===== src/rtl/axi4_wr_arbiter.sv =====
// rtl/axi4_wr_arbiter.sv - two-master to one-slave AXI4 write arbiter, one burst in flight
// Round-robin grant per burst; downstream ID carries the grant index in its MSB.
module axi4_wr_arbiter #(
   parameter int ADDR_W = 32,
   parameter int DATA_W = 32,
   parameter int ID_W   = 4
) (
   input  logic                aclk,
   input  logic                areset,
   input  logic [ID_W-1:0]     s0_awid,
   input  logic [ADDR_W-1:0]   s0_awaddr,
   input  logic [7:0]          s0_awlen,
   input  logic [2:0]          s0_awsize,
   input  logic [1:0]          s0_awburst,
   input  logic                s0_awlock,
   input  logic [3:0]          s0_awcache,
   input  logic [2:0]          s0_awprot,
   input  logic [3:0]          s0_awqos,
   input  logic [3:0]          s0_awregion,
   input  logic                s0_awvalid,
   output logic                s0_awready,
   input  logic [DATA_W-1:0]   s0_wdata,
   input  logic [DATA_W/8-1:0] s0_wstrb,
   input  logic                s0_wlast,
   input  logic                s0_wvalid,
   output logic                s0_wready,
   output logic [ID_W-1:0]     s0_bid,
   output logic [1:0]          s0_bresp,
   output logic                s0_bvalid,
   input  logic                s0_bready,
   input  logic [ID_W-1:0]     s1_awid,
   input  logic [ADDR_W-1:0]   s1_awaddr,
   input  logic [7:0]          s1_awlen,
   input  logic [2:0]          s1_awsize,
   input  logic [1:0]          s1_awburst,
   input  logic                s1_awlock,
   input  logic [3:0]          s1_awcache,
   input  logic [2:0]          s1_awprot,
   input  logic [3:0]          s1_awqos,
   input  logic [3:0]          s1_awregion,
   input  logic                s1_awvalid,
   output logic                s1_awready,
   input  logic [DATA_W-1:0]   s1_wdata,
   input  logic [DATA_W/8-1:0] s1_wstrb,
   input  logic                s1_wlast,
   input  logic                s1_wvalid,
   output logic                s1_wready,
   output logic [ID_W-1:0]     s1_bid,
   output logic [1:0]          s1_bresp,
   output logic                s1_bvalid,
   input  logic                s1_bready,
   output logic [ID_W:0]       m_awid,
   output logic [ADDR_W-1:0]   m_awaddr,
   output logic [7:0]          m_awlen,
   output logic [2:0]          m_awsize,
   output logic [1:0]          m_awburst,
   output logic                m_awlock,
   output logic [3:0]          m_awcache,
   output logic [2:0]          m_awprot,
   output logic [3:0]          m_awqos,
   output logic [3:0]          m_awregion,
   output logic                m_awvalid,
   input  logic                m_awready,
   output logic [DATA_W-1:0]   m_wdata,
   output logic [DATA_W/8-1:0] m_wstrb,
   output logic                m_wlast,
   output logic                m_wvalid,
   input  logic                m_wready,
   input  logic [ID_W:0]       m_bid,
   input  logic [1:0]          m_bresp,
   input  logic                m_bvalid,
   output logic                m_bready,
   output logic                busy,
   output logic                grant,
   output logic                wlast_err
);

   typedef enum logic [1:0] {IDLE, ADDR, DATA, RESP} state_t;

   state_t     state_q, state_d;
   logic       grant_q, grant_d;
   logic       rr_last_q, rr_last_d;
   logic [7:0] beat_cnt_q, beat_cnt_d;

   logic g_awvalid, g_wvalid, g_wlast, last_beat, b_sel;

   assign g_awvalid = grant_q ? s1_awvalid : s0_awvalid;
   assign g_wvalid  = grant_q ? s1_wvalid  : s0_wvalid;
   assign g_wlast   = grant_q ? s1_wlast   : s0_wlast;
   assign last_beat = (beat_cnt_q == 8'd0);
   assign b_sel     = m_bid[ID_W];
   assign busy      = (state_q != IDLE);
   assign grant     = grant_q;

   // Each channel is forwarded only during its own phase; everything else is held at 0.
   always_comb begin
      m_awid = '0; m_awaddr = '0; m_awlen = '0; m_awsize = '0; m_awburst = '0;
      m_awlock = 1'b0; m_awcache = '0; m_awprot = '0; m_awqos = '0; m_awregion = '0;
      m_awvalid = 1'b0; s0_awready = 1'b0; s1_awready = 1'b0;
      m_wdata = '0; m_wstrb = '0; m_wlast = 1'b0; m_wvalid = 1'b0;
      s0_wready = 1'b0; s1_wready = 1'b0; wlast_err = 1'b0;
      m_bready = 1'b0; s0_bvalid = 1'b0; s1_bvalid = 1'b0;
      s0_bid = '0; s1_bid = '0; s0_bresp = '0; s1_bresp = '0;
      case (state_q)
         ADDR: begin
            m_awid     = grant_q ? {1'b1, s1_awid} : {1'b0, s0_awid};
            m_awaddr   = grant_q ? s1_awaddr   : s0_awaddr;
            m_awlen    = grant_q ? s1_awlen    : s0_awlen;
            m_awsize   = grant_q ? s1_awsize   : s0_awsize;
            m_awburst  = grant_q ? s1_awburst  : s0_awburst;
            m_awlock   = grant_q ? s1_awlock   : s0_awlock;
            m_awcache  = grant_q ? s1_awcache  : s0_awcache;
            m_awprot   = grant_q ? s1_awprot   : s0_awprot;
            m_awqos    = grant_q ? s1_awqos    : s0_awqos;
            m_awregion = grant_q ? s1_awregion : s0_awregion;
            m_awvalid  = g_awvalid;
            s0_awready = !grant_q && m_awready;
            s1_awready = grant_q && m_awready;
         end
         DATA: begin
            m_wdata   = grant_q ? s1_wdata : s0_wdata;
            m_wstrb   = grant_q ? s1_wstrb : s0_wstrb;
            m_wlast   = last_beat;
            m_wvalid  = g_wvalid;
            s0_wready = !grant_q && m_wready;
            s1_wready = grant_q && m_wready;
            wlast_err = g_wvalid && m_wready && (g_wlast != last_beat);
         end
         RESP: begin
            m_bready = b_sel ? s1_bready : s0_bready;
            if (b_sel) begin
               s1_bvalid = m_bvalid;
               s1_bid    = m_bid[ID_W-1:0];
               s1_bresp  = m_bresp;
            end else begin
               s0_bvalid = m_bvalid;
               s0_bid    = m_bid[ID_W-1:0];
               s0_bresp  = m_bresp;
            end
         end
         default: ;
      endcase
   end

   always_comb begin
      state_d    = state_q;
      grant_d    = grant_q;
      rr_last_d  = rr_last_q;
      beat_cnt_d = beat_cnt_q;
      case (state_q)
         IDLE: if (s0_awvalid || s1_awvalid) begin
            grant_d = (s0_awvalid && s1_awvalid) ? !rr_last_q : s1_awvalid;
            state_d = ADDR;
         end
         ADDR: if (g_awvalid && m_awready) begin
            beat_cnt_d = grant_q ? s1_awlen : s0_awlen;
            state_d    = DATA;
         end
         DATA: if (g_wvalid && m_wready) begin
            // Burst length is governed by the count, never by the master's wlast.
            if (last_beat) state_d = RESP;
            else           beat_cnt_d = beat_cnt_q - 8'd1;
         end
         RESP: if (m_bvalid && m_bready) begin
            rr_last_d = grant_q;
            state_d   = IDLE;
         end
         default: state_d = IDLE;
      endcase
   end

   always_ff @(posedge aclk) begin
      if (areset) begin
         state_q    <= IDLE;
         grant_q    <= 1'b0;
         rr_last_q  <= 1'b1;
         beat_cnt_q <= 8'd0;
      end else begin
         state_q    <= state_d;
         grant_q    <= grant_d;
         rr_last_q  <= rr_last_d;
         beat_cnt_q <= beat_cnt_d;
      end
   end

endmodule


===== config.mk =====
export PLATFORM = sky130hd
export DESIGN_NAME = axi4_wr_arbiter
export DESIGN_NICKNAME = d
export VERILOG_FILES = /design/src/rtl/axi4_wr_arbiter.sv
export SDC_FILE = /design/constraint.sdc
export NUM_CORES = 1
export LEC_CHECK = 0
export ABC_AREA = 1
export ABC_CLOCK_PERIOD_IN_PS = 2600
export CAP_MARGIN = 20
export CORE_AREA = 4 4 133 135
export CTS_BUF_LIST = sky130_fd_sc_hd__clkbuf_4 sky130_fd_sc_hd__clkbuf_8
export CTS_CLUSTER_DIAMETER = 40
export DETAILED_ROUTE_END_ITERATION = 6
export DIE_AREA = 0 0 137 139
export GPL_ROUTABILITY_DRIVEN = 0
export GPL_TIMING_DRIVEN = 0
export PLACE_DENSITY = 0.61
export SLEW_MARGIN = 40
export SYNTH_ARGS = -nofsm -noshare
export SYNTH_HDL_FRONTEND = slang
export SYNTH_SLANG_ARGS = --single-unit

===== constraint.sdc =====
create_clock -name aclk -period 2.6 [get_ports aclk]
set_clock_uncertainty 0.05 [all_clocks]
set_input_delay 0.78 -clock aclk [delete_from_list [all_inputs] [get_ports aclk]]
set_output_delay 0.78 -clock aclk [all_outputs]
set_load 0.005 [all_outputs]

# Word-level counts from Yosys, hierarchy flattened
# Index checks and enable logic that the tools add are counted.
# classes
n_addsub	1
n_eq_ne	10
n_mux	60
reduce_logical	20
# op_table
cell	count
two-way mux 32 bit	4
two-way mux 4 bit	12
two-way mux 8 bit	5
two-way mux 2 bit	11
two-way mux 1 bit	20
one-hot mux 8 bit (2 select lines)	1
two-way mux 3 bit	4
!= test 2 bit, second input constant	6
two-way mux 5 bit	2
logical AND 1 bit	9
zero test 8 bit	1
one-hot mux 2 bit (4 select lines)	1
subtractor 8 x 1 -> 8 bit, second input constant	1
AND reduction 5 bit	1
equality test 2 bit, second input constant	2
AND reduction 2 bit	2
AND reduction 4 bit	1
nonzero test 2 bit	2
equality test 2 x 1 -> 1 bit, second input constant	1
zero test 1 bit	2
zero test 2 bit	1
logical OR 1 bit	1
!= test 1 bit	1
# totals
regBits	12
inputBits	222
output_inout_bits	127

# Depth between registers and ports, before layout
# Gate-level depths: netlist of the first run.
# depth
depth_word	5
mapped_depth	11
ltp_nobuf	10

# Worst setup path after synthesis of the first run
# Ideal clock, no wire load.
# synth_timing
kind	reg-to-output
start	register state_q[0]
end	output m_wvalid
arrival_ps	1350
path_slack_ps	420
stages_incl_launch_ff	7
n_path_buf	2
path_cell_list	dfxtp_1 > inv_1 > ha_1 > inv_1 > buf_2 > buf_1 > nor2_1
# synth_between
elab_chain_len	2
# synth_rtl
element	line	text
start, declared	80	state_t state_q, state_d;
start signal, assigned	179	state_q <= state_d;
equality test 2 bit	104	case (state_q)
two-way mux 1 bit	104	
end, declared	67	output logic m_wvalid,
# No other way between the ends.

# Final worst setup path of the first run
# layout_timing
start	input s1_awlen[2]
end	output m_awlen[2]
# layout_between
elab_chain_len	2
# layout_rtl
element	line	text
start, declared	33	input logic [7:0] s1_awlen,
two-way mux 8 bit	108	m_awlen = grant_q ? s1_awlen : s0_awlen;
two-way mux 8 bit	104	
end, declared	54	output logic [7:0] m_awlen,
# No other way between the ends.

==> summary.txt, run 1 <==
Clock network
  • Number of buffers added to fix hold violations after cts: 0
  • Number of buffers added by the clock tree synthesis step: 3
  • Cell at the root of the clock tree: sky130_fd_sc_hd__clkbuf_8
  • Number of H-tree levels: 1
  • Clock transition at path regs: ~0.06 ns
  • Number of clock sinks: 12
  • Clock tree from TritonCTS: built
  • Number of buffers on the longest clock path: 2
  • Latest clock arrival within the worst-skew pair: about 0.25 ns

Routing
  • Met1 WL: ~7400 um
  • Number of DRC violations after detailed-routing iteration 0: about 220
  • Total length of routed wires: approximately 19000 um
  • Average routed wire per standard cell: between 15 and 20 um
  • Total iterations of the first detailed-routing run: 4
  • Via count: roughly 4.8k
  • WL met2: about 9600 um
  • Met3 wirelength from detailed routing: about 1600 um
  • Top layer reached by signal wires: met5
  • Per-cell via count in the routed design: between 4 and 5
  • Residual DRC count: 0
  • Antenna viol nets, final: 0

STA
  • Relative slew slack: 0.6997
  • Shortest clock period the worst path allows after layout: 2.575 ns
  • RSZ-0062 raised after global routing: yes
  • Fmax achieved: around 0.39 GHz
  • Number of hold violations in the final report: 0
  • Worst Max-Slew Pin Slew: ~0.45 ns
  • Period utilization: 0.9905
  • Number of setup violations in the final report: 0
  • Final Slew Violations: 0

Cells and area
  • Area growth syn-to-layout: 164.2%
  • Fraction of final layout cells with drive strength greater than 1: 0.1750
  • Fillcell total: approximately 1.8k
  • Design Area, Final: ~0.0069 mm^2
  • Non-filler cells, final: 1141
  • Nets: about 1.1k

Worst setup path
  • Endpoint required time on the critical path: about 1.8 ns
  • Slowest cell on the critical path: sky130_fd_sc_hd__clkdlybuf4s50_1
  • Cell family contributing the most delay on the critical path: buffers and inverters
  • Type of origin of the critical path: input pin
  • Largest fanout on the critical path: 2
  • Arrival time at the worst endpoint: approximately 1.8 ns
  • Worst Setup Path Type: in2out
  • Slowest stage delay, CP: between 0.3 and 0.4 ns
  • Cell chain of the critical path: clkdlybuf4s50_1 -> mux2i_1 -> nor2_1 -> dlygate4sd2_1
  • Kind of end point of the critical path: primary output
  • WP buf/inv: 2

Power
  • Cell Pwr Density: approximately 550 mW/mm^2
  • Leakage power total: around 0.0037 uW
  • Worst vdd rail ir drop: between 0.2 and 0.3 mV
  • Overall power: between 3000 and 4000 uW

Floorplanning
  • Floorplan row count: 47
  • Horiz. Die Dim: about 140 um
  • Area of the die: ~0.019 mm^2
  • Chip height: between 100 and 150 um
  • Top-Level Pins: approximately 350
  • Initial Util: 0.1590
  • Placeable core region: about 0.016 mm^2

Place
  • Standard cell area after detailed placement: 0.006376 mm^2
  • IO buf count: 348
  • Post-DP HPWL: ~16000 um
  • Placed Instances: 1109

Yosys
  • Number of instances in the synthesized netlist: roughly 540
  • Post-synthesis cell area: 0.002618 mm^2
  • Net count after synthesis: ~770
  • Seq/Total Area, Yosys: 0.09178
  • Synthesized area per cell: 4.838 um^2
  • Yosys warnings: 0
  • Flip-flop and latch count after synthesis: 12
  • Distinct cell type count of the synthesized netlist: 30

Global route
  • Number of global-route vias before repair: 4534
  • Antenna violations before repair: 2
  • Overall track demand over capacity in global routing: 0.1771
  • First-pass GRT wire length: about 26000 um
  • Grt ovf: 0
  • Largest net degree at the start of global routing: 11

Job
  • Max_cap viols: 0

Min path
  • Worst min path class: reg2reg

Run status
  • Status: completed
-- cells by family (layout without fill, tap and decap cells) --
| group | after synthesis | after routing | share of synthesized area |
|---|---|---|---|
| other cells | 0 | 1 | 0 |
| compound gates | 65 | 65 | 0.1305 |
| buf+inv | 77 | 456 | 0.1295 |
| simple gates | 377 | 377 | 0.6042 |
| mux | 4 | 4 | 0.01530 |
| fa+ha+maj | 6 | 6 | 0.02868 |
| flops | 12 | 12 | 0.09178 |
-- report_power, final --
| group | leakage, uW | internal [uW] | switching (uW) |
|---|---|---|---|
| Combinational | 0.00357 | 1640 | 1610 |
| Sequential | 0.0000996 | 267 | 88.9 |
| Clock | 0.0000288 | 134 | 78.6 |
| Total | 0.00370 | 2040 | 1780 |
-- worst paths after layout --
kind	cells after the start	from	slack (ns)	endpoint
worst max-delay path	4	s1_awlen[2]	0.02	m_awlen[2]
worst min-delay path	2	beat_cnt_q[7]	0.45	beat_cnt_q[7]
worst max register to register	12	grant	0.71	beat_cnt_q[0]
worst min register to register	2	beat_cnt_q[7]	0.45	beat_cnt_q[7]
-- state kept, by name, summed over array words and instances, names as in the netlist --
name        flops
beat_cnt_q      8
grant           1
rr_last_q       1
state_q         2
-- what timing repair did --
item,in CTS,in global routing
setup buffers,23,6
endpoints found under the setup margin,125,78
pin swaps,9,8
gates resized for setup,266,108
-- layer usage --
layer / track usage / vias to the layer above
met1: 0.2127 / 2102
met2: 0.3292 / 182
met5: 0 / -
met3: 0.03483 / 15
met4: 0.02363 / 2
li1: - / 2473
-- worst reg2reg max path: cells and delay by family (launching register included) --
kind	cells	cell delay (ns)
AOI/OAI and AO/OA	2	0.25
and+or+nand+nor	4	0.39
buffers and inverters	6	0.75
DFF	1	0.35
-- synth_stat cells --
cell type,n,area (um^2)
sky130_fd_sc_hd__or2_1,2,12.51
sky130_fd_sc_hd__nor2_1,52,195.2
sky130_fd_sc_hd__or2_2,3,18.77
sky130_fd_sc_hd__inv_1,36,135.1
sky130_fd_sc_hd__nand2_1,233,874.6
sky130_fd_sc_hd__o21ai_0,10,50.05
sky130_fd_sc_hd__nand2_2,7,43.79
sky130_fd_sc_hd__buf_6,3,33.78
sky130_fd_sc_hd__nand3_2,2,20.02
sky130_fd_sc_hd__nor3_1,4,20.02
sky130_fd_sc_hd__mux2i_1,4,40.04
sky130_fd_sc_hd__nand3b_1,1,7.510
sky130_fd_sc_hd__o211ai_1,1,7.510
sky130_fd_sc_hd__o21ai_1,2,10.01
sky130_fd_sc_hd__ha_1,6,75.07
sky130_fd_sc_hd__o21a_1,4,30.03
sky130_fd_sc_hd__buf_2,14,70.07
sky130_fd_sc_hd__and2_1,1,6.260
sky130_fd_sc_hd__clkinv_1,2,7.510
sky130_fd_sc_hd__nand3_1,66,330.3
sky130_fd_sc_hd__clkbuf_1,13,48.80
sky130_fd_sc_hd__buf_1,6,22.52
sky130_fd_sc_hd__a21oi_1,47,235.2
sky130_fd_sc_hd__inv_4,1,6.260
sky130_fd_sc_hd__nand4_1,1,6.260
sky130_fd_sc_hd__a21oi_2,1,8.760
sky130_fd_sc_hd__buf_4,2,15.01
sky130_fd_sc_hd__nor2_4,3,33.78
sky130_fd_sc_hd__dfxtp_1,12,240.2
sky130_fd_sc_hd__nor2_2,2,12.51
-- through the flow --
| step | utilization | setup TNS [ns] | worst slack (ns) | hold slack (ns) |
|---|---|---|---|---|
| finish | 0.4200 | 0 | 0.02462 | 0.4462 |
| global route | 0.4200 | -0.09388 | -0.03751 | 0.4822 |
| CTS | 0.4163 | -2.318 | -0.2214 | 0.4466 |
| detailed placement | 0.3872 | -48.01 | -0.5991 | 0.4331 |
| global placement | 0.3872 | -48.06 | -0.6284 | 0.4209 |
| floorplan | - | 0 | 0.4203 | 0.3959 |
-- area by class of cell --
class	count	area [um^2]	share of cell area
timing repair buffer	377	3517	0.5086
multi-input combinational	452	2173	0.3143
buffer	36	480.5	0.06948
tap	220	275.3	0.03980
sequential	12	245.2	0.03546
inverter	39	166.4	0.02406
clock buffer	4	55.05	0.007961
antenna	1	2.502	0.0003619
-- layout by cell type (no fill, tap or decap), drive strengths merged --
| cell type | instances |
|---|---|
| a21oi | 48 |
| and2 | 1 |
| buf | 61 |
| clkbuf | 42 |
| clkdlybuf4s15 | 16 |
| clkdlybuf4s50 | 213 |
| clkinv | 3 |
| dfxtp | 12 |
| diode | 1 |
| dlygate4sd2 | 67 |
| dlymetal6s2s | 18 |
| ha | 6 |
| inv | 36 |
| mux2i | 4 |
| nand2 | 240 |
| nand3 | 68 |
| nand3b | 1 |
| nand4 | 1 |
| nor2 | 57 |
| nor3 | 4 |
| o211ai | 1 |
| o21a | 4 |
| o21ai | 12 |
| or2 | 5 |
Power figures use the tool's default switching activity.
==> inputs of run 2 (changes only) <==
Settings changed: CORE_AREA 4 4 133 135 to 2 2 134 136, DIE_AREA 0 0 137 139 to 0 0 136 138, PLACE_DENSITY 0.61 to 0.59, SKIP_CTS_REPAIR_TIMING from default to 1.
==> summary.txt, run 2 (same netlist as run 1, synthesis figures left out) <==
Run status
  • Status: finished, violations left (was completed)
  • Violations in the final reports: setup timing

Global route
  • Overall track demand over capacity in global routing: 0.1719 (was 0.1771)
  • Largest net degree at the start of global routing: 11 (unchanged)
  • Number of global-route vias before repair: 4421 (was 4534)
  • Grt ovf: 0 (unchanged)
  • First-pass GRT wire length: 25500 um (was 26400 um)
  • Antenna violations before repair: 4 (was 2)

Cells and area
  • Final design utilization: 0.4184 (was 0.4200)
  • Largest register FFs: 8 (unchanged)
  • Fraction of final layout cells with drive strength greater than 1: 0.1393 (was 0.1750)
  • Leading cell type in the layout, fill and taps excluded: sky130_fd_sc_hd__nand2_1 (unchanged)
  • Most frequent cells in the layout: 228 x sky130_fd_sc_hd__nand2_1, 220 x sky130_fd_sc_hd__clkdlybuf4s50_1, 119 x sky130_fd_sc_hd__dlymetal6s2s_1 (was 223 x sky130_fd_sc_hd__nand2_1, 213 x sky130_fd_sc_hd__clkdlybuf4s50_1, 67 x sky130_fd_sc_hd__dlygate4sd2_1)
  • Registers with the highest flip-flop counts: beat_cnt_q (8), state_q (2) (unchanged)
  • Nets: 1148 (was 1149)
  • Area growth syn-to-layout: 180.3% (was 164.2%)
  • Design Area, Final: 0.007337 mm^2 (was 0.006915 mm^2)
  • Non-filler cells, final: 1151 (was 1141)
  • Reg with most FFs: beat_cnt_q (unchanged)

Worst setup path
  • Cell chain of the critical path: clkdlybuf4s50_1 -> nand2_1 -> a21oi_2 -> clkdlybuf4s50_1 (was clkdlybuf4s50_1 -> mux2i_1 -> nor2_1 -> dlygate4sd2_1)
  • Slowest cell on the critical path: sky130_fd_sc_hd__clkdlybuf4s50_1 (unchanged)
  • Slowest stage delay, CP: 0.53 ns (was 0.39 ns)
  • Worst Setup Path Type: in2out (unchanged)
  • Type of origin of the critical path: input pin (unchanged)
  • Largest fanout on the critical path: 1 (was 2)
  • Endpoint required time on the critical path: 1.77 ns (about the same)
  • Most common cell on crit path: sky130_fd_sc_hd__clkdlybuf4s50_1
  • Kind of end point of the critical path: primary output (unchanged)
  • WP buf/inv: 2 (unchanged)
  • Cell family contributing the most delay on the critical path: buffers and inverters (unchanged)
  • Arrival time at the worst endpoint: 2.04 ns (was 1.75 ns)

Routing
  • Per-cell via count in the routed design: 4.189 (was 4.184)
  • Total length of routed wires: 18130 um (was 18830 um)
  • Average routed wire per standard cell: 15.75 um (was 16.50 um)
  • Total iterations of the first detailed-routing run: 4 (unchanged)
  • Number of DRC violations after detailed-routing iteration 0: 166 (was 221)
  • Via count: 4821 (was 4774)
  • Antenna viol nets, final: 0 (unchanged)
  • Residual DRC count: 0 (unchanged)

STA
  • Worst hold slack: 0.4440 ns (was 0.4462 ns)
  • Worst path setup slack after routing: -0.2666 ns (was 0.02462 ns)
  • Worst Max-Slew Pin Slew: 0.4464 ns (was 0.4504 ns)
  • RSZ-0062 raised after global routing: yes (unchanged)
  • Shortest clock period the worst path allows after layout: 2.867 ns (was 2.575 ns)
  • Fmax achieved: 0.3488 GHz (was 0.3883 GHz)
  • Number of hold violations in the final report: 0 (unchanged)
  • Period utilization: 1.103 (was 0.9905)
  • Relative slew slack: 0.7024 (was 0.6997)
  • Number of setup violations in the final report: 2 (was 0)
  • Final Slew Violations: 0 (unchanged)

Place
  • IO buf count: 348 (unchanged)
  • Placed Instances: 1118 (was 1109)
  • Post-DP HPWL: 14850 um (was 15860 um)
  • Pre-CTS setup slack: -0.6336 ns (was -0.5991 ns)
  • Standard cell area after detailed placement: 0.006387 mm^2 (was 0.006376 mm^2)

Floorplanning
  • Area of the die: 0.01877 mm^2 (was 0.01904 mm^2)
  • Chip height: 138 um (was 139 um)
  • Initial Util: 0.1493 (was 0.1590)
  • Placeable core region: 0.01753 mm^2 (was 0.01647 mm^2)
  • Floorplan row count: 49 (was 47)
  • Top-Level Pins: 349 (unchanged)
  • Horiz. Die Dim: 136 um (was 137 um)

Clock network
  • Latest clock arrival within the worst-skew pair: 0.24 ns (was 0.25 ns)
  • Number of buffers on the longest clock path: 2 (unchanged)
  • Number of buffers added by the clock tree synthesis step: 3 (unchanged)
  • Clock transition at path regs: 0.06 ns (about the same)
  • Clock tree from TritonCTS: built (unchanged)
  • Number of clock sinks: 12 (unchanged)
  • Number of H-tree levels: 1 (unchanged)
  • Cell at the root of the clock tree: sky130_fd_sc_hd__clkbuf_8 (unchanged)

Min path
  • Worst min path class: reg2reg (unchanged)

Job
  • Max_cap viols: 0 (unchanged)

Power
  • Leakage power total: 0.005072 uW (was 0.003699 uW)
  • Cell Pwr Density: 530.2 mW/mm^2 (was 551.2 mW/mm^2)
  • Worst vdd rail ir drop: 0.2603 mV (was 0.2931 mV)
[run 2: cell types whose count changed in the layout (fill, tap and decap cells not counted), sizes merged, moves of 4 or more]
cell	before	now
clkdlybuf4s50	213	220
dlygate4sd2	67	0
clkdlybuf4s15	16	0
clkbuf	42	20
dlymetal6s2s	18	119
buf	61	57
[run 2: tightest hold or removal path: stages, from the launching register on]
cell	delay [ns]
sky130_fd_sc_hd__dfxtp_1	0.33
sky130_fd_sc_hd__nand2_1	0.07
sky130_fd_sc_hd__a21oi_1	0.06
[run 2: worst paths after layout]
check        depth (start not counted)          start            end  slack, ns
max reg2reg                         12     state_q[1]  beat_cnt_q[2]       0.89
max                                  4   s1_wdata[17]    m_wdata[17]      -0.27
min reg2reg                          2  beat_cnt_q[7]  beat_cnt_q[7]       0.44
min                                  2  beat_cnt_q[7]  beat_cnt_q[7]       0.44
[run 2: cell type report]
type	count	area, um^2
antenna	3	7.507
buffer	37	416.7
clock buffer	4	55.05
fill	1839	10200
inverter	39	162.7
multi-input combinational	452	2175
sequential	12	249.0
tap	229	286.5
timing repair buffer	375	3985
[run 2: through the flow]
step	power, uW	setup TNS, ns
final	3890	-0.4403
after global routing	4226	-0.5903
after CTS	3582	-78.97
after detailed placement	3354	-49.58
after global placement	3344	-49.66
after floorplan	1787	0
[run 2: metal layers]
layer | GRT usage | share of wire | vias up | routed length [um]
met5 | 0 | 0.00072 | - | 13
met4 | 0.03893 | 0.018 | 2 | 323
met3 | 0.02714 | 0.070 | 22 | 1270
met2 | 0.3105 | 0.51 | 195 | 9210
met1 | 0.2115 | 0.40 | 2133 | 7312
li1 | - | - | 2469 | -
[run 2: report_power, final]
| group | total (uW) | switching (uW) | leakage, uW | internal (uW) |
|---|---|---|---|---|
| sequential | 369 | 97.4 | 0.000100 | 271 |
| combinational | 3310 | 1590 | 0.00494 | 1720 |
| clock | 209 | 74.9 | 0.0000288 | 134 |
==> inputs of run 3 (changes only) <==
Settings changed: PLACE_DENSITY 0.59 to 0.65.
==> summary.txt, run 3 (same netlist as run 1, synthesis figures left out) <==
Run status
  • Status: finished, violations left (unchanged)
  • Violations in the final reports: setup timing (unchanged)

Power
  • Power share of the combinational group: 0.856 (was 0.852)
  • Relative contribution of the clock network to total power: 0.046 (was 0.054)
  • Cell Pwr Density: 519.8 mW/mm^2 (was 530.2 mW/mm^2)
  • Flop pwr share: 0.098 (was 0.095)
  • Design internal power: 2077 uW (was 2126 uW)
  • Worst vdd rail ir drop: 0.2900 mV (was 0.2603 mV)
  • Sw power: 1744 uW (was 1764 uW)
  • Switching fraction of total power: 0.4565 (was 0.4535)
  • Leakage power total: 0.005129 uW (was 0.005072 uW)

Worst setup path
  • Largest fanout on the critical path: 6 (was 1)
  • Worst Setup Path Type: reg2out (was in2out)
  • Arrival time at the worst endpoint: 1.87 ns (was 2.04 ns)
  • Endpoint required time on the critical path: 1.77 ns (about the same)
  • Type of origin of the critical path: register (was input pin)
  • Kind of end point of the critical path: primary output (unchanged)

Global route
  • Overall track demand over capacity in global routing: 0.1685 (was 0.1719)
  • Number of global-route vias before repair: 4580 (was 4421)
  • Antenna violations before repair: 1 (was 4)
  • First-pass GRT wire length: 25080 um (was 25500 um)
  • Largest net degree at the start of global routing: 11 (unchanged)
  • Grt ovf: 0 (unchanged)

Cells and area
  • Non-filler cells, final: 1145 (was 1151)
  • Largest register FFs: 8 (unchanged)
  • Nets: 1145 (was 1148)
  • Area growth syn-to-layout: 180.8% (was 180.3%)
  • Fraction of final layout cells with drive strength greater than 1: 0.1377 (was 0.1393)
  • Leading cell type in the layout, fill and taps excluded: sky130_fd_sc_hd__nand2_1 (unchanged)
  • Most frequent cells in the layout: 224 x sky130_fd_sc_hd__nand2_1, 216 x sky130_fd_sc_hd__clkdlybuf4s50_1, 123 x sky130_fd_sc_hd__dlymetal6s2s_1 (was 228 x sky130_fd_sc_hd__nand2_1, 220 x sky130_fd_sc_hd__clkdlybuf4s50_1, 119 x sky130_fd_sc_hd__dlymetal6s2s_1)
  • Final design utilization: 0.4192 (was 0.4184)
  • Registers with the highest flip-flop counts: beat_cnt_q (8), state_q (2) (unchanged)
  • Reg with most FFs: beat_cnt_q (unchanged)

Floorplanning
  • Top-Level Pins: 349 (unchanged)
  • Horiz. Die Dim: 136 um (unchanged)
  • Area of the die: 0.01877 mm^2 (unchanged)
  • Placeable core region: 0.01753 mm^2 (unchanged)
  • Floorplan row count: 49 (unchanged)
  • Chip height: 138 um (unchanged)
  • Initial Util: 0.1493 (unchanged)

Routing
  • Number of DRC violations after detailed-routing iteration 0: 212 (was 166)
  • Antenna viol nets, final: 0 (unchanged)
  • Total iterations of the first detailed-routing run: 5 (was 4)
  • Total length of routed wires: 17830 um (was 18130 um)
  • Residual DRC count: 0 (unchanged)
  • Average routed wire per standard cell: 15.58 um (was 15.75 um)
  • Via count: 4834 (was 4821)
  • Per-cell via count in the routed design: 4.222 (was 4.189)

Min path
  • Worst min path class: reg2reg (unchanged)

Place
  • Post-DP HPWL: 14470 um (was 14850 um)
  • IO buf count: 348 (unchanged)
  • Pre-CTS setup slack: -0.6467 ns (was -0.6336 ns)
  • Placed Instances: 1118 (unchanged)

STA
  • Number of hold violations in the final report: 0 (unchanged)
  • Period utilization: 1.040 (was 1.103)
  • Number of setup violations in the final report: 1 (was 2)
  • RSZ-0062 raised after global routing: yes (unchanged)
  • Shortest clock period the worst path allows after layout: 2.703 ns (was 2.867 ns)
  • Relative slew slack: 0.7246 (was 0.7024)
  • Worst path setup slack after routing: -0.1034 ns (was -0.2666 ns)
  • Fmax achieved: 0.3699 GHz (was 0.3488 GHz)
  • Final Slew Violations: 0 (unchanged)
  • Worst Max-Slew Pin Slew: 0.4131 ns (was 0.4464 ns)

Clock network
  • Number of buffers added by the clock tree synthesis step: 3 (unchanged)
  • Cell at the root of the clock tree: sky130_fd_sc_hd__clkbuf_8 (unchanged)
  • Clock transition at path regs: 0.06 ns (about the same)
  • Latest clock arrival within the worst-skew pair: 0.25 ns (was 0.24 ns)
  • Clock tree from TritonCTS: built (unchanged)
  • Number of H-tree levels: 1 (unchanged)
  • Number of buffers on the longest clock path: 2 (unchanged)
  • Number of clock sinks: 12 (unchanged)

Job
  • Max_cap viols: 0 (unchanged)
==> run 3: routing by layer <==
layer	part of all wire	wire length (um)	global-route usage	up-vias
met1	0.40	7193	0.2014	2139
met2	0.50	8972	0.3034	212
met5	0	0	0	-
li1	-	-	-	2456
met4	0.020	351	0.04989	0
met3	0.074	1316	0.03007	27
==> run 3: critical path, cell delays in order (launching register included) <==
cell and delay (ns):
sky130_fd_sc_hd__dfxtp_4 0.39, sky130_fd_sc_hd__inv_4 0.05, sky130_fd_sc_hd__ha_4 0.15, sky130_fd_sc_hd__buf_8 0.14, sky130_fd_sc_hd__nand2_8 0.08, sky130_fd_sc_hd__inv_8 0.05
sky130_fd_sc_hd__buf_8 0.13, sky130_fd_sc_hd__buf_4 0.14, sky130_fd_sc_hd__clkbuf_16 0.14, sky130_fd_sc_hd__buf_4 0.12, sky130_fd_sc_hd__nand2_1 0.07, sky130_fd_sc_hd__nand2_1 0.05
sky130_fd_sc_hd__clkbuf_2 0.11
==> run 3: layout make-up <==
cell class	instances	area (um^2)
Inverter	39	165.2
Tap cell	229	286.5
Multi-Input combinational cell	452	2178
Timing Repair Buffer	372	4009
Buffer	37	421.7
Clock buffer	3	41.29
Fill cell	1815	10180
Sequential cell	12	246.5
Antenna cell	1	2.502
==> run 3: final timing paths <==
path                 startpoint            end  slack [ns]  depth (start not counted)
hold reg to reg   beat_cnt_q[7]  beat_cnt_q[7]        0.44                          2
setup / recovery     state_q[1]    m_awaddr[7]       -0.10                         12
hold / removal    beat_cnt_q[7]  beat_cnt_q[7]        0.44                          2
setup reg to reg     state_q[0]  beat_cnt_q[4]        0.99                          7
==> run 3: power groups by stage <==
stage	registers [uW]	logic, uW	clock network, uW
3_3_place_gp	351	2960	0
5_1_grt	391	3590	184
4_1_cts	349	2990	178
2_1_floorplan	331	1460	0
3_5_place_dp	353	2970	0
6_report	376	3270	176
==> run 3: per-stage QoR <==
stage | total power (uW) | hold slack (ns) | area (um^2) | setup TNS (ns)
finish | 3821 | 0.4388 | 7351 | -0.1034
CTS | 3515 | 0.4389 | 6429 | -81.27
global route | 4164 | 0.4729 | 7351 | -0.2869
floorplan | 1787 | 0.3959 | 2618 | 0
global placement | 3312 | 0.4214 | 6387 | -52.29
detailed placement | 3323 | 0.4290 | 6387 | -52.02
==> variant, RTL diff (config.mk and constraints of run 3) <==
Change the parameter `DATA_W` from 32 to 28.
--- a/src/rtl/axi4_wr_arbiter.sv
+++ b/src/rtl/axi4_wr_arbiter.sv
@@ -2,7 +2,7 @@
 // Round-robin grant per burst; downstream ID carries the grant index in its MSB.
 module axi4_wr_arbiter #(
    parameter int ADDR_W = 32,
-   parameter int DATA_W = 32,
+   parameter int DATA_W = 28,
    parameter int ID_W   = 4
 ) (
    input  logic                aclk,
Interface: changed (6 resized); port bits go from 349 to 334. The function was not compared with the original's and may differ.
==> variant against run 3 <==
Synthesized area is 2.9% lower. Setup slack better by 110 ps. Power is 1.0% lower. Combinational power is 1% lower. Sequential cell count stayed put. Sequential share of layout area is 0.17 points higher. Design area is 4.3% lower. Routed wire length is 1.6% lower. Largest power group unchanged.
==> variant: results (changes against run 3) <==
metric	value	unit	change
status	finished, final reports clean		was complete, but fails checks
grt_use_total	16.3	%	was 16.8%
reg.largest.list	beat_cnt_q (8), state_q (2)		unchanged
h-tree-depth	1		unchanged
r2r_slack	900	ps	was 990 ps
use_met1	19.7	%	was 20.1%
syn_avg_cell_area	4.86	sq um	was 4.84 sq um
dp_hpwl	13900	um	was 14500 um
wl	17500	um	was 17800 um
clk-insertion-delay-late	250	ps	about the same
max_stage_delay	390	ps	about the same
p_int	2.04	mW	was 2.08 mW
syn_nets	741		was 769
worst_ep_arrival_time	1770	ps	was 1870 ps
rr_startpoint	grant		was state_q[0]
place_inst	1085		was 1118
synth_area_leaders	nand2_1, nand3_1, dfxtp_1		unchanged
grt_use_met3	2.82	%	was 3.01%
synth.distinct_cells	30		unchanged
ff2ff_path_depth	12		was 7
grt_max_degree	11		unchanged
cts-root-buf	clkbuf_8		unchanged
power_leakage	4.89	nW	was 5.13 nW
placed_cell_area	6160	sq um	was 6390 sq um
ir_drop	0.000510	V	was 0.000290 V
grt_antenna_before_repair	2		was 1
crit_path_max_fanout	10		was 6
drt_iter0_drc	216		was 212
async_flop_share	0	%	unchanged
use_met2	29.4	%	was 30.3%
grt_pass1_wl	24000	um	was 25100 um
min_delay_path_depth	2		unchanged
worst_pin_slew	292	ps	was 413 ps
synth_ff_type	dfxtp_1		unchanged
drt-pass1-iter-count	4		was 5
min_from	rr_last_q		was beat_cnt_q[7]
synthTopCellsByCount	nand2_1, nand3_1, nor2_1		unchanged
yosys_warnings	0		unchanged
drive_gt1_share	15.2	%	was 13.8%
synth.yosys.seq_area_share	9.45	%	was 9.18%
clk_pin_slew_worst_paths	50	ps	
cpLargestDelayFamily	buffers and inverters		unchanged
worstHoldPathType	flop to flop		unchanged
port_buffers	333		was 348
cts_buffer_depth	2		unchanged
holdPathEnd	rr_last_q		was beat_cnt_q[7]
grt_pass1_vias	4227		was 4580
viasPerCell	4.16		was 4.22
r2r-end	beat_cnt_q[0]		was beat_cnt_q[4]
vias	4639		was 4834
==> variant: stage by stage <==
| step | hold WS (ps) | setup slack [ps] |
|---|---|---|
| 4_1_cts | 438 | -850 |
| 6_report | 433 | 4.62 |
| 2_1_floorplan | 396 | 404 |
| 5_1_grt | 475 | -71.0 |
| 3_3_place_gp | 411 | -604 |
| 3_5_place_dp | 424 | -609 |
==> variant: worst reg2reg max path, stage by stage (launching register included) <==
cell	delay, ps
dfxtp_2	340
buf_6	130
buf_4	170
nand2_4	90
nand3_4	80
buf_4	150
nand2_2	80
nand2_4	70
nor2_4	130
buf_6	150
nand2_1	60
nand2_1	70
nor2_2	40
==> variant: layout make-up <==
cell class                 count  area, sq um
antenna                        1         2.50
buffer                        33          333
clock buffer                   3         41.3
fill                        1868        10500
inverter                      39          160
multi-input combinational    437         2130
sequential                    12          248
tap                          229          287
timing repair buffer         360         3840
==> variant: how the worst max path moves through the flow <==
stage               slack, ps            to        from  cells past startpoint
detailed placement       -610     s0_bid[0]    m_bid[4]                      5
global placement         -600   s0_bresp[0]    m_bid[4]                      5
global route              -70   m_awaddr[9]  state_q[1]                     11
CTS                      -850  m_awburst[1]       grant                      6
floorplan                 400      m_wvalid  state_q[0]                      6
finish                      5   m_awaddr[9]  state_q[1]                     11
==> variant: routing by layer <==
metal | wire (um) | vias up | share of wire (%)
li1 | - | 2373 | -
met1 | 7150 | 2056 | 41
met2 | 8670 | 169 | 49
met3 | 1160 | 39 | 6.6
met4 | 548 | 2 | 3.1
met5 | 13 | - | 0.074
==> variant: power by group through the flow <==
stage / combinational [mW] / clock [mW] / sequential [mW]
floorplan: 1.43 / 0 / 0.331
global placement: 2.91 / 0 / 0.352
detailed placement: 2.92 / 0 / 0.353
CTS: 2.94 / 0.181 / 0.348
global route: 3.55 / 0.187 / 0.384
finish: 3.23 / 0.182 / 0.374
==> variant: kinds of logic after synthesis <==
logic type | after synthesis | synth area share (%)
simple gates | 367 | 61.3
mux | 4 | 1.57
compound gates | 60 | 12.5
buf+inv | 74 | 12.3
fa+ha+maj | 6 | 2.95
flops | 12 | 9.45
